### src/rtl/mips_regfile_wb.sv
// MIPS 32x32 general-purpose register file with write-back bypass
// and a per-register load-pending scoreboard for load-use stalls.
module mips_regfile_wb #(
    parameter int DATA_W = 32,
    parameter int NREG   = 32,
    parameter int ADDR_W = 5
) (
    input  logic              clk,
    input  logic              rst_n,
    input  logic [ADDR_W-1:0] rs_addr,
    input  logic [ADDR_W-1:0] rt_addr,
    output logic [DATA_W-1:0] rs_data,
    output logic [DATA_W-1:0] rt_data,
    input  logic              wb_en,
    input  logic [ADDR_W-1:0] wb_addr,
    input  logic [DATA_W-1:0] wb_data,
    input  logic              pend_set,
    input  logic [ADDR_W-1:0] pend_addr,
    output logic              rs_pending,
    output logic              rt_pending,
    output logic              pend_any
);

    logic [DATA_W-1:0] regs [NREG];
    logic [NREG-1:0]   pend;
    logic [NREG-1:0]   pend_nxt;
    logic              wb_live;
    logic              rs_hit;
    logic              rt_hit;

    assign wb_live = wb_en && (wb_addr != '0);

    always_ff @(posedge clk or negedge rst_n) begin
        if (!rst_n) begin
            for (int i = 0; i < NREG; i++) begin
                regs[i] <= '0;
            end
            pend <= '0;
        end else begin
            if (wb_live) begin
                regs[wb_addr] <= wb_data;
            end
            pend <= pend_nxt;
        end
    end

    // A new load mark beats a retiring write to the same register.
    always_comb begin
        pend_nxt = pend;
        if (wb_en) begin
            pend_nxt[wb_addr] = 1'b0;
        end
        if (pend_set) begin
            pend_nxt[pend_addr] = 1'b1;
        end
        pend_nxt[0] = 1'b0;
    end

    assign rs_hit = wb_en && (wb_addr == rs_addr);
    assign rt_hit = wb_en && (wb_addr == rt_addr);

    always_comb begin
        rs_data = '0;
        rt_data = '0;
        if (rs_addr != '0) begin
            rs_data = rs_hit ? wb_data : regs[rs_addr];
        end
        if (rt_addr != '0) begin
            rt_data = rt_hit ? wb_data : regs[rt_addr];
        end
    end

    // A register being written back now is served by the bypass.
    assign rs_pending = pend[rs_addr] && !rs_hit;
    assign rt_pending = pend[rt_addr] && !rt_hit;
    assign pend_any   = |pend;

endmodule

### config.mk
export PLATFORM = sky130hd
export DESIGN_NAME = mips_regfile_wb
export DESIGN_NICKNAME = d
export VERILOG_FILES = /design/src/rtl/mips_regfile_wb.sv
export SDC_FILE = /design/constraint.sdc
export NUM_CORES = 2
export LEC_CHECK = 0
export BUFFER_PORTS_ARGS = -buffer_cell sky130_fd_sc_hd__buf_4
export CORE_ASPECT_RATIO = 1.25
export CORE_MARGIN = 5
export CORE_UTILIZATION = 45
export CTS_CLUSTER_SIZE = 8
export DETAILED_ROUTE_END_ITERATION = 10
export SLEW_MARGIN = 20
export SYNTH_ARGS = -nofsm -noshare
export SYNTH_HDL_FRONTEND = slang
export SYNTH_SLANG_ARGS = --single-unit
export TNS_END_PERCENT = 100
### constraint.sdc
create_clock -name clk -period 2.41 [get_ports clk]
set_input_delay 0.1205 -clock clk [delete_from_list [all_inputs] [get_ports clk]]
set_output_delay 0.1205 -clock clk [all_outputs]
set_load 0.02 [all_outputs]
==> metrics.yaml <==
rsz0062_at_grt: "yes"
dpl.hpwl_um: 128000
final_common_cell: "dfrtp_1"
clock_skew_ns: 0
cts_tree: "done"
path_max_fanout: 3
grt_max_degree: 90
first_global_vias: 41210
placement_rows: 145
ant_nets: 0
dieHeight_um: 407.5
grt_antenna_before_repair: 9
cts.htree.levels: 4
syn_area_um2: 56890
post_dp_cell_area_um2: 62330
switchingPower_w: 0.01551
die_w_um: 328.0
relSlewSlack_pct: 13.42
worst_slack_ns: -0.4658
synth_area_per_cell_um2: 14.37
async_flop_share_pct: 100.0
drive_gt1_share_pct: 54.61
arrival_ns: 2.76
pwr-share-comb_pct: 22.5
core-area_um2: 125400
intPower_w: 0.03951
finalSetupTns_ns: -14.81
worstSetupPathType: "reg -> out"
fin_crit_ns: 2.876
violations: "negative setup slack"
drc: 0
port_buffers: 122
cts_made_buffers: 149
place_congestion: 0.8660
drv_cap: 0
path_cells: "mux4_2 -> mux4_2 -> a221o_1 -> buf_6"
yosysUniqueCellTypes: 46
final_nets: 4275
hp-class: "in -> reg"
hold_violations: 0
power_leakage_nw: 29.54
clkPwrFrac_pct: 34.4
p_per_area_nw_per_um2: 805.9
area_growth_pct: 20.01
grt_usage_pct: 29.61
ys_dominant_reg_cell: "dfrtp_1"
status: "finished with violations"
share_seq_of_total_power_pct: 43.1
path_clk_slew_ns: 0.05
first_pass_iters: 8
fillers: 10260
final.period_utilization_pct: 119.3
root_buffer: "clkbuf_16"
fmax_mhz: 347.7
fin_hold_ws_ns: 0.09263
layout_common_cells: "dfrtp_1, mux2_2, mux4_2"
dp_slack_ns: -0.1383
clkLatencyLatePin_ns: 0.78
vias_per_cell: 6.606
final-setup-viol-count: 66
vias: 39160
swShare_pct: 28.19
vdd_drop_max_mv: 0.4592
design_area_um2: 68270
netlist_instances: 3959
routed_wl_um: 199100
ys_seq_area_share_pct: 46.41
syn-num-nets: 4015
drv_slew: 0
synth-warning-count: 0
cp_slowest_stage_delay_ns: 0.50
routedWlPerCell_um: 33.59
start_util_pct: 45.38
cp.required_ns: 2.29
cp-start-kind: "flop"
boundaryPins: 123
drtIter0Drc: 3595
cts.sinks: 1055
die_area_um2: 133700
cts_max_path_buffers: 3
cpMaxStageDelayCell: "mux4_2"
synth_edf_count: 0
globalRouteOverflowTotal: 0
cpMostUsedCell: "mux4_2"
end_kind: "primary output"
synth_seq_cells: 1055
grt_pass1_wl_um: 291300
tightest_slew_ns: 1.297
-- stage by stage --
| stage | power (W) | utilization, % | std cells |
|---|---|---|---|
| 2_1_floorplan | 0.03126 | - | 3959 |
| 3_3_place_gp | 0.03498 | 49.72 | 5676 |
| 3_5_place_dp | 0.03534 | 49.72 | 5676 |
| 4_1_cts | 0.05500 | 54.08 | 5914 |
| 5_1_grt | 0.05719 | 54.45 | 5924 |
| 6_report | 0.05502 | 54.46 | 5928 |
-- cells by family after synthesis --
logic type	synth area share, %
multiplexers	40.99
buffers and inverters	3.688
flip-flops	46.41
XOR/XNOR	0.1540
AND/OR/NAND/NOR	2.683
AO/OA/AOI/OAI	6.075
-- state kept, by name (all words and copies together) (netlist names) --
signal and count:
regs 1024, pend 31
-- final cells by class --
| type | instances | area [µm²] | share of cell area (%) |
|---|---|---|---|
| Clock inverter | 9 | 116.4 | 0.1704 |
| Multi-Input combinational cell | 2453 | 29670 | 43.46 |
| Sequential cell | 1055 | 26400 | 38.67 |
| Clock buffer | 155 | 3857 | 5.650 |
| Antenna cell | 6 | 15.01 | 0.02199 |
| Timing Repair Buffer | 554 | 6070 | 8.890 |
| Tap cell | 1690 | 2115 | 3.097 |
| Inverter | 6 | 25.02 | 0.03665 |
-- power groups by stage --
stage,clock [W],combinational (W),sequential (W)
global route,0.0199,0.0132,0.0241
floorplan,0,0.00829,0.0230
global placement,0,0.0113,0.0237
CTS,0.0192,0.0122,0.0236
finish,0.0189,0.0124,0.0237
detailed placement,0,0.0115,0.0239
-- cells in the mapped netlist, types with 9 or more instances --
cell	n	share of area, %
a2111oi_0	15	0.23
a211oi_1	52	0.69
a21oi_1	43	0.38
a221o_1	68	1.2
a221oi_1	71	1.1
a22o_1	20	0.31
a22oi_1	43	0.57
buf_1	52	0.34
buf_2	95	0.84
buf_4	29	0.38
buf_6	23	0.46
clkbuf_1	244	1.6
dfrtp_1	1055	46
mux2_1	37	0.73
mux2_2	1001	20
mux2i_1	235	4.1
mux4_2	412	16
nand2_1	46	0.30
nand2b_1	9	0.099
nor2_1	59	0.39
nor2b_1	38	0.42
nor3_1	40	0.35
nor3b_1	26	0.34
nor4_1	34	0.37
o21ai_0	83	0.73
o22ai_1	56	0.62
xnor2_1	10	0.15
-- worst paths after layout --
check | startpoint | cells after the start | slack, ns | endpoint
setup / recovery | regs[311] | 4 | -0.47 | rt_data[23]
hold / removal | wb_addr[3] | 5 | 0.09 | pend[25]
setup reg to reg | pend[12] | 3 | 1.08 | pend[12]
hold reg to reg | regs[1019] | 0 | 0.39 | regs[1019]
max in group asynchronous | rst_n | 4 | 1.56 | regs[923]
min in group asynchronous | rst_n | 3 | 0.12 | regs[14]
-- repair_timing --
action	CTS	global route
setup endpoints to repair	67	67
cloned	0	0
resized for setup	184	79
buffers inserted	32	8
pin swaps	101	54
endpoints found under the hold margin	1939	0
hold buffers	49	0
-- per-layer routing --
metal | vias up | GRT usage (%) | wire length [µm]
met5 | - | 0 | 13
met4 | 2 | 11.50 | 8781
met3 | 445 | 6.113 | 14400
met2 | 1708 | 49.19 | 97770
met1 | 21110 | 38.39 | 78180
li1 | 15900 | - | -
-- worst max-delay path: cells and delay by family (launching register included) --
family,cells,cell delay [ns]
muxes,2,0.97
AOI/OAI and AO/OA,1,0.44
DFF,1,0.39
buffers and inverters,1,0.17
No activity file was read; power rests on OpenSTA's default activity.
